===== src/rtl/gpio_bus_master_if.sv =====
// rtl/gpio_bus_master_if.sv - core request and byte-wide GPIO memory bus bundle
interface gpio_bus_master_if;
  // core side request/response
  logic        req;
  logic        we;
  logic        size;
  logic [8:0]  addr;
  logic [15:0] wdata;
  logic        ready;
  logic        done;
  logic        err;
  logic [15:0] rdata;
  // memory side
  logic        mem_rw_select;
  logic [8:0]  mem_address;
  logic [7:0]  mem_wdata;
  logic [7:0]  mem_rdata;

  modport master (
    input  req, we, size, addr, wdata, mem_rdata,
    output ready, done, err, rdata, mem_rw_select, mem_address, mem_wdata
  );

  modport slave (
    output req, we, size, addr, wdata, mem_rdata,
    input  ready, done, err, rdata, mem_rw_select, mem_address, mem_wdata
  );
endinterface


===== src/rtl/gpio_bus_master.sv =====
// rtl/gpio_bus_master.sv - byte/halfword load-store sequencer for the GPIO memory bus
module gpio_bus_master #(
  parameter int RD_LAT = 0,
  parameter int RO_LO  = 503,
  parameter int RO_HI  = 505
) (
  input  logic               clk,
  input  logic               reset,
  gpio_bus_master_if.master  bus
);

  typedef enum logic [1:0] {IDLE, ACC0, ACC1, RESP} state_t;

  localparam logic [1:0] LAT = 2'(RD_LAT);

  state_t      state_q, state_d;
  logic        we_q, we_d;
  logic        size_q, size_d;
  logic [8:0]  addr_q, addr_d;
  logic [15:0] wdata_q, wdata_d;
  logic [1:0]  wait_q, wait_d;
  logic        ready_q, ready_d;
  logic        done_q, done_d;
  logic        err_q, err_d;
  logic [15:0] rdata_q, rdata_d;
  logic        rw_q, rw_d;
  logic [8:0]  maddr_q, maddr_d;
  logic [7:0]  mwdata_q, mwdata_d;

  // 10-bit compare so addr+1 of a halfword never wraps into the window
  function automatic logic in_ro(input logic [9:0] a);
    return (a >= 10'(RO_LO)) && (a <= 10'(RO_HI));
  endfunction

  logic bad_req;
  logic last_cycle;

  // Accept-time policing and the "this access cycle completes now" condition
  always_comb begin
    bad_req = 1'b0;
    if (bus.size && (bus.addr == 9'd511)) bad_req = 1'b1;
    if (bus.we && (in_ro({1'b0, bus.addr}) ||
                   (bus.size && in_ro({1'b0, bus.addr} + 10'd1)))) bad_req = 1'b1;
    last_cycle = we_q || (wait_q == LAT);
  end

  // Next state; outputs are computed from the state being entered so they are registered
  always_comb begin
    state_d  = state_q;
    we_d     = we_q;
    size_d   = size_q;
    addr_d   = addr_q;
    wdata_d  = wdata_q;
    wait_d   = wait_q;
    done_d   = 1'b0;
    err_d    = 1'b0;
    rdata_d  = rdata_q;
    rw_d     = 1'b0;
    maddr_d  = maddr_q;
    mwdata_d = mwdata_q;
    case (state_q)
      IDLE: begin
        if (bus.req) begin
          we_d    = bus.we;
          size_d  = bus.size;
          addr_d  = bus.addr;
          wdata_d = bus.wdata;
          wait_d  = 2'd0;
          if (bad_req) begin
            state_d = RESP;
            done_d  = 1'b1;
            err_d   = 1'b1;
          end else begin
            state_d = ACC0;
            maddr_d = bus.addr;
            if (bus.we) begin
              rw_d     = 1'b1;
              mwdata_d = bus.wdata[7:0];
            end
          end
        end
      end
      ACC0: begin
        if (last_cycle) begin
          if (!we_q) begin
            rdata_d[7:0] = bus.mem_rdata;
            if (!size_q) rdata_d[15:8] = 8'h00;
          end
          wait_d = 2'd0;
          if (size_q) begin
            state_d = ACC1;
            maddr_d = addr_q + 9'd1;
            if (we_q) begin
              rw_d     = 1'b1;
              mwdata_d = wdata_q[15:8];
            end
          end else begin
            state_d = RESP;
            done_d  = 1'b1;
          end
        end else begin
          wait_d = wait_q + 2'd1;
        end
      end
      ACC1: begin
        if (last_cycle) begin
          if (!we_q) rdata_d[15:8] = bus.mem_rdata;
          wait_d  = 2'd0;
          state_d = RESP;
          done_d  = 1'b1;
        end else begin
          wait_d = wait_q + 2'd1;
        end
      end
      default: begin
        state_d = IDLE;
      end
    endcase
    ready_d = (state_d == IDLE);
  end

  // State and registered outputs, synchronous active-high reset
  always_ff @(posedge clk) begin
    if (reset) begin
      state_q  <= IDLE;
      we_q     <= 1'b0;
      size_q   <= 1'b0;
      addr_q   <= 9'd0;
      wdata_q  <= 16'd0;
      wait_q   <= 2'd0;
      ready_q  <= 1'b1;
      done_q   <= 1'b0;
      err_q    <= 1'b0;
      rdata_q  <= 16'd0;
      rw_q     <= 1'b0;
      maddr_q  <= 9'd0;
      mwdata_q <= 8'd0;
    end else begin
      state_q  <= state_d;
      we_q     <= we_d;
      size_q   <= size_d;
      addr_q   <= addr_d;
      wdata_q  <= wdata_d;
      wait_q   <= wait_d;
      ready_q  <= ready_d;
      done_q   <= done_d;
      err_q    <= err_d;
      rdata_q  <= rdata_d;
      rw_q     <= rw_d;
      maddr_q  <= maddr_d;
      mwdata_q <= mwdata_d;
    end
  end

  assign bus.ready         = ready_q;
  assign bus.done          = done_q;
  assign bus.err           = err_q;
  assign bus.rdata         = rdata_q;
  assign bus.mem_rw_select = rw_q;
  assign bus.mem_address   = maddr_q;
  assign bus.mem_wdata     = mwdata_q;

endmodule


===== src/flat_wrapper.sv =====
// flat-port wrapper written by rule: the top's interface ports become plain ports
module gpio_bus_master_flat 
#(
  parameter int RD_LAT = 0,
  parameter int RO_LO  = 503,
  parameter int RO_HI  = 505
)
  (clk, reset, bus_req, bus_we, bus_size, bus_addr, bus_wdata, bus_mem_rdata, bus_ready, bus_done, bus_err, bus_rdata, bus_mem_rw_select, bus_mem_address, bus_mem_wdata);
  gpio_bus_master_if bus_i ();
  input  logic clk;
  input  logic reset;
  input wire logic [$bits(bus_i.req)-1:0] bus_req;
  input wire logic [$bits(bus_i.we)-1:0] bus_we;
  input wire logic [$bits(bus_i.size)-1:0] bus_size;
  input wire logic [$bits(bus_i.addr)-1:0] bus_addr;
  input wire logic [$bits(bus_i.wdata)-1:0] bus_wdata;
  input wire logic [$bits(bus_i.mem_rdata)-1:0] bus_mem_rdata;
  output wire logic [$bits(bus_i.ready)-1:0] bus_ready;
  output wire logic [$bits(bus_i.done)-1:0] bus_done;
  output wire logic [$bits(bus_i.err)-1:0] bus_err;
  output wire logic [$bits(bus_i.rdata)-1:0] bus_rdata;
  output wire logic [$bits(bus_i.mem_rw_select)-1:0] bus_mem_rw_select;
  output wire logic [$bits(bus_i.mem_address)-1:0] bus_mem_address;
  output wire logic [$bits(bus_i.mem_wdata)-1:0] bus_mem_wdata;
  assign bus_i.req = bus_req;
  assign bus_i.we = bus_we;
  assign bus_i.size = bus_size;
  assign bus_i.addr = bus_addr;
  assign bus_i.wdata = bus_wdata;
  assign bus_i.mem_rdata = bus_mem_rdata;
  assign bus_ready = bus_i.ready;
  assign bus_done = bus_i.done;
  assign bus_err = bus_i.err;
  assign bus_rdata = bus_i.rdata;
  assign bus_mem_rw_select = bus_i.mem_rw_select;
  assign bus_mem_address = bus_i.mem_address;
  assign bus_mem_wdata = bus_i.mem_wdata;
  gpio_bus_master #(.RD_LAT(RD_LAT), .RO_LO(RO_LO), .RO_HI(RO_HI)) u_core (.clk(clk), .reset(reset), .bus(bus_i));
endmodule

===== config.mk =====
export PLATFORM = sky130hd
export DESIGN_NAME = gpio_bus_master_flat
export DESIGN_NICKNAME = d
export VERILOG_FILES = /design/src/rtl/gpio_bus_master_if.sv /design/src/rtl/gpio_bus_master.sv /design/src/flat_wrapper.sv
export SDC_FILE = /design/constraint.sdc
export NUM_CORES = 1
export LEC_CHECK = 0
export CAP_MARGIN = 20
export CORE_ASPECT_RATIO = 1.1
export CORE_MARGIN = 10
export CORE_UTILIZATION = 49
export DETAILED_ROUTE_END_ITERATION = 10
export PLACE_DENSITY = 0.8
export SLEW_MARGIN = 20
export SYNTH_ARGS = -nofsm -noshare
export SYNTH_HDL_FRONTEND = slang
export SYNTH_SLANG_ARGS = --single-unit
export TNS_END_PERCENT = 100

===== constraint.sdc =====
create_clock -name clk -period 2.8 [get_ports clk]
set_input_delay 0.42 -clock clk [delete_from_list [all_inputs] [get_ports clk]]
set_output_delay 0.42 -clock clk [all_outputs]
set_load 0.1 [all_outputs]

; Word level (Yosys, flattened, before mapping)
; Index checks and enable logic that the tools add are counted.
[classes]
addsub = 3
n_lt_le_gt_ge = 4
n_eq_ne = 13
n_mux = 42
bitwise = 2
n_reduce_logical = 21
[ops]
columns = op, n
row1 = 8-bit 2-to-1 mux, 9
row2 = 9-bit 2-to-1 mux, 4
row3 = 16-bit 2-to-1 mux, 2
row4 = 8-bit one-hot mux with 2 select lines, 2
row5 = 9-bit one-hot mux with 2 select lines, 1
row6 = 1-bit 2-to-1 mux, 14
row7 = 2-bit 2-to-1 mux, 6
row8 = 2-bit inequality test (second input constant), 6
row9 = 9-bit by 1-bit adder with 10-bit output (second input constant), 1
row10 = 10-bit by 9-bit >= comparator with 1-bit output (second input constant), 1
row11 = 10-bit by 9-bit less-or-equal comparator with 1-bit output (second input constant), 1
row12 = 9-bit by 1-bit adder with 9-bit output (second input constant), 1
row13 = 9-bit == test (second input constant), 1
row14 = 9-bit >= comparator (second input constant), 1
row15 = 9-bit less-or-equal comparator (second input constant), 1
row16 = 2-bit by 1-bit inequality test with 1-bit output (second input constant), 4
row17 = 7-bit AND reduction, 1
row18 = 2-bit logical NOT, 3
row19 = 2-bit one-hot mux with 3 select lines, 1
row20 = 6-bit AND reduction, 1
row21 = 2-bit nonzero test, 3
row22 = 1-bit logical AND, 5
row23 = 5-bit AND reduction, 1
row24 = 2-bit one-hot mux with 2 select lines, 1
row25 = 10 further kinds, 14
[totals]
regBits = 68
in_bits = 38
output_inout_bits = 37
word_cells = 99

; Longest topological paths before layout
[logic_depth]
ltp_word = 11
ltp_mapped = 9
mapped_depth_nobuf = 9

; Worst setup path before layout
; OpenSTA, ideal clock, no wires.
[synth_path]
path_type = input port to flip-flop
from = input bus_addr[7]
to = register u_core.mwdata_q[3] (netlist: u_core.bus.mem_wdata[3])
setup_time_ns = 0.070
arrival_time_ns = 1.996
t_required_ns = 2.730
slack_ns = 0.734
stages = 9
n_path_buf = 1
path_cell_list = and3_1 -> nand4_1 -> nor2_1 -> ha_1 -> and2_1 -> o21ai_1 -> clkbuf_1 -> o211ai_1 -> a21oi_1
[synth_between]
elab_chain_len = 9
word_cells_on_any_way = 16
classes_between = add/sub: 1 / order compare: 4 / eq/ne: 2 / mux: 2 / reduce/logical: 7
[synth_lines]
columns = item, line_no
row1 = from (decl), flat_wrapper.sv:15  ; input wire logic [$bits(bus_i.addr)-1:0] bus_addr;
row2 = 9-bit by 1-bit adder with 10-bit output, gpio_bus_master.sv:43  ; (bus.size && in_ro({1'b0, bus.addr} + 10'd1)))) bad_req = 1'b1;
row3 = 10-bit by 9-bit >= comparator with 1-bit output or 10-bit by 9-bit less-or-equal comparator with 1-bit output (tied branches), gpio_bus_master.sv:32  ; return (a >= 10'(RO_LO)) && (a <= 10'(RO_HI));
row4 = 1-bit logical AND, gpio_bus_master.sv:32
row5 = 1-bit logical AND, gpio_bus_master.sv:43
row6 = 1-bit logical OR, gpio_bus_master.sv:42  ; if (bus.we && (in_ro({1'b0, bus.addr}) ||
row7 = 1-bit logical AND, gpio_bus_master.sv:42
row8 = 1-bit 2-to-1 mux *, gpio_bus_master.sv:42
row9 = 2-bit inequality test (no source line) *, --
row10 = 7-bit AND reduction (no source line) *, --
row11 = to (signal assigned), gpio_bus_master.sv:151  ; mwdata_q <= mwdata_d;
row12 = to (decl), gpio_bus_master.sv:28  ; logic [7:0] mwdata_q, mwdata_d;
; Mark *: on every way between the ends. The rest lies on a longest branch, timed or not.
; A chain may end at the register's enable or synchronous reset.

; Worst setup path after layout
[layout_path]
from = input bus_addr[7]
to = register u_core.maddr_q[1] (netlist: u_core.bus.mem_address[1])
[layout_between]
elab_chain_len = 9
word_cells_on_any_way = 16
classes_between = add/sub: 1 / order compare: 4 / eq/ne: 2 / mux: 2 / reduce/logical: 7
[layout_lines]
columns = item, line_no
row1 = 9-bit by 1-bit adder with 10-bit output, gpio_bus_master.sv:43
row2 = 10-bit by 9-bit >= comparator with 1-bit output or 10-bit by 9-bit less-or-equal comparator with 1-bit output (tied branches), gpio_bus_master.sv:32
row3 = 1-bit logical AND, gpio_bus_master.sv:32
row4 = 1-bit logical AND, gpio_bus_master.sv:43
row5 = 1-bit logical OR, gpio_bus_master.sv:42
row6 = 1-bit logical AND, gpio_bus_master.sv:42
row7 = 1-bit 2-to-1 mux *, gpio_bus_master.sv:42
row8 = 2-bit inequality test (no source line) *, --
row9 = 5-bit AND reduction (no source line) *, --
row10 = to (signal assigned), gpio_bus_master.sv:150  ; maddr_q <= maddr_d;
row11 = to (decl), gpio_bus_master.sv:27  ; logic [8:0] maddr_q, maddr_d;
; Marked as above.

==> flow_summary.json <==
{
  "fin_ws_ps": 445,
  "clock_path_buffers": 2,
  "syn_inst": 360,
  "synth_cell_types": 43,
  "cts_root_buf": "clkbuf_8",
  "worst_slew_pin_slew_ps": 795,
  "yosys-top-cells-area": "dfxtp_1 41%, a21oi_1 9.3%, nand2_1 9.2%, o211ai_1 6.7%, nand3_1 4.0%",
  "cts_setup_buffers": 0,
  "drc_errors": 0,
  "fin_util_pct": 66.0,
  "clock_latency_ps": 340,
  "io_buffers": 74,
  "status": "finished, final reports clean",
  "core-area_mm2": 0.00577,
  "yosys-top-cells-count": "71 x nand2_1, 60 x dfxtp_1, 54 x a21oi_1, 26 x o211ai_1, 23 x nand3_1",
  "n_antenna_cell": 0,
  "avgSynthCellArea_um2": 8.05,
  "dr.first_iter.drc_count": 142,
  "max_freq_mhz": 425,
  "nNetsFinal": 481,
  "syn-num-nets": 405,
  "ant_nets": 0,
  "vdd_drop_max_mv": 0.725,
  "wl_per_cell_um": 15.7,
  "grt-ovfl-total": 0,
  "critPathCaptureType": "flip-flop",
  "finalSetupViolCount": 0,
  "numCtsBuffers": 9,
  "num_vias": 2909,
  "cp.arrival_ps": 2580,
  "use_met2_pct": 27.3,
  "cts_tree": "yes",
  "die_x_um": 93.3,
  "crit_path_start_kind": "input pin",
  "cts_resized": 0,
  "power_density_mw_per_mm2": 1140,
  "dp_hpwl_um": 6010,
  "crit_path_max_fanout": 14,
  "fin_crit_ps": 2360,
  "die_y_um": 101,
  "crit_path_cell_trace": "clkdlybuf4s50_1 > and3_1 > nand4_1 > nor2_1 > ha_1 > nand3_1 > o211a_4 > o21ai_4 > mux2_1",
  "synthToLayoutAreaGrowth_pct": 31.3,
  "use_met3_pct": 5.96,
  "synth_top_area_share_pct": 41.5,
  "clock-sinks": 60,
  "synthArstFlopShare_pct": 0,
  "worst-setup-path-type": "in2reg",
  "cp.required_ps": 3030,
  "yosysTopAreaCell": "dfxtp_1",
  "clkTransAtPathRegs_ps": 60,
  "via_per_inst": 5.62,
  "rsz0062_at_grt": "false",
  "routabilityCongestion": 0.916,
  "fin_crit_sh_pct": 84.1,
  "synth_most_common_cell": "nand2_1",
  "syn-cell-area_mm2": 0.00290,
  "rows": 29,
  "ys_ff_latch": 60,
  "ys.flop_type": "dfxtp_1",
  "hold_path.class": "reg2reg",
  "htreeDepth": 3,
  "dp.cells": 502,
  "synth_edf_count": 0,
  "grt_first_pass_wirelength_um": 13500,
  "drive_above_1_share_pct": 17.0,
  "totalWireLength_um": 8160,
  "critical_path.n_buffers_inverters": 1,
  "ys_warn_count": 0,
  "ios": 75,
  "synth_seq_area_share_pct": 41.5,
  "critPathTopFamily": "compound AO/OA/AOI/OAI gates",
  "final_cell_count_no_fill": 518,
  "p_leak_uw": 0.00146,
  "relSlewSlack_pct": 47.0,
  "slew_viol_final": 0,
  "cts_hold_buf": 0,
  "grtUsageTotal_pct": 17.5,
  "drtPass1Iterations": 4,
  "pre_cts_ws_ps": 121,
  "cp_slowest_cell": "clkdlybuf4s50_1",
  "dieArea_mm2": 0.00939,
  "fin_skew_ps": 5.72,
  "grt_busiest_layer": "met2",
  "tns_ps": 0,
  "floorplan.initialDensity_pct": 50.2,
  "cap_viol_max_count": 0,
  "slowest_delay_ps": 470,
  "hold_viol": 0,
  "met1_usage_pct": 21.0,
  "grt_max_degree": 44,
  "grt_pass1_vias": 2844,
  "n_fill_cell": 500,
  "antenna_found_initial": 0
}
-- report_power, final --
| part | internal [uW] | total, uW | switching, uW |
|---|---|---|---|
| Combinational | 656 | 2490 | 1830 |
| Sequential | 1050 | 1180 | 130 |
| Clock | 342 | 680 | 338 |
-- per-stage QoR --
| stage | hold slack [ps] | area [um2] | total power (uW) |
|---|---|---|---|
| detailed placement | 451 | 3630 | 3680 |
| finish | 455 | 3800 | 4350 |
| global placement | 440 | 3630 | 3660 |
| CTS | 460 | 3800 | 4360 |
| global route | 475 | 3800 | 4580 |
| floorplan | 433 | 2900 | 3110 |
-- layout by cell type, fill, tap and decap left out, drive strengths merged --
master,count
nand3b,1
a21boi,1
xor2,5
and2,3
clkdlybuf4s50,36
clkbuf,12
o211ai,26
a2bb2oi,1
mux2,9
a41o,1
a31oi,3
nand4,4
and3,2
a21oi,54
o211a,1
or3,3
inv,7
o21a,1
a21o,1
and4,1
clkinvlp,2
o21ai,16
ha,7
o22a,1
a211oi,4
buf,48
nand3,23
dfxtp,60
o22ai,1
o2111ai,1
o41ai,1
a2111oi,1
mux2i,3
nor2,21
nand2,71
o21bai,1
nor3,1
clkinv,2
nor2b,5
-- cells by family (layout without fill, tap and decap cells) --
| group | count (synthesis) | count (layout) | synth area share, % |
|---|---|---|---|
| AO/OA/AOI/OAI | 115 | 115 | 25.6 |
| buffers and inverters | 26 | 107 | 3.58 |
| XOR/XNOR | 5 | 5 | 1.51 |
| AND/OR/NAND/NOR | 135 | 135 | 20.3 |
| adder cells (fa/ha/maj) | 7 | 7 | 3.02 |
| multiplexers | 12 | 12 | 4.53 |
| flip-flops | 60 | 60 | 41.5 |
-- state kept, by name, summed over array words and instances (netlist names), 2 cells and up --
name and flops:
u_core.addr_q 9, u_core.wait_q 2, u_core.bus.rdata 16, u_core.bus.mem_address 9, u_core.wdata_q 8, u_core.bus.mem_wdata 8
u_core.state_q 2
-- cell type report --
type | instances | area, um2 | share of cell area, %
multi-input combinational | 274 | 1590 | 41.9
sequential | 60 | 1200 | 31.6
timing repair buffer | 84 | 718 | 18.9
clock buffer | 12 | 145 | 3.81
tap | 77 | 96.3 | 2.53
inverter | 7 | 26.3 | 0.691
clock inverter | 4 | 25.0 | 0.658
-- tightest hold or removal path: cells and delay by family, from the launching register on --
kind	cells	cell delay, ps
flops	1	310
compound gates	1	50
simple gates	1	50
-- layer usage --
metal	part of all wire [%]	up-vias
met2	46	117
met1	44	1328
met5	0	-
met3	8.3	21
met4	2.6	0
li1	-	1443
-- final timing paths --
kind	from	endpoint	slack (ps)	depth (start not counted)
worst min register to register	u_core.wdata_q[13]$_SDFFE_PP0P_	u_core.wdata_q[13]$_SDFFE_PP0P_	450	2
worst min-delay path	u_core.wdata_q[13]$_SDFFE_PP0P_	u_core.wdata_q[13]$_SDFFE_PP0P_	450	2
worst max-delay path	bus_addr[7]	u_core.bus.mem_address[1]$_SDFFE_PP0P_	440	9
worst max register to register	u_core.state_q[1]$_SDFF_PP0_	u_core.bus.mem_address[3]$_SDFFE_PP0P_	620	7
(Power assumes the default switching activity.)
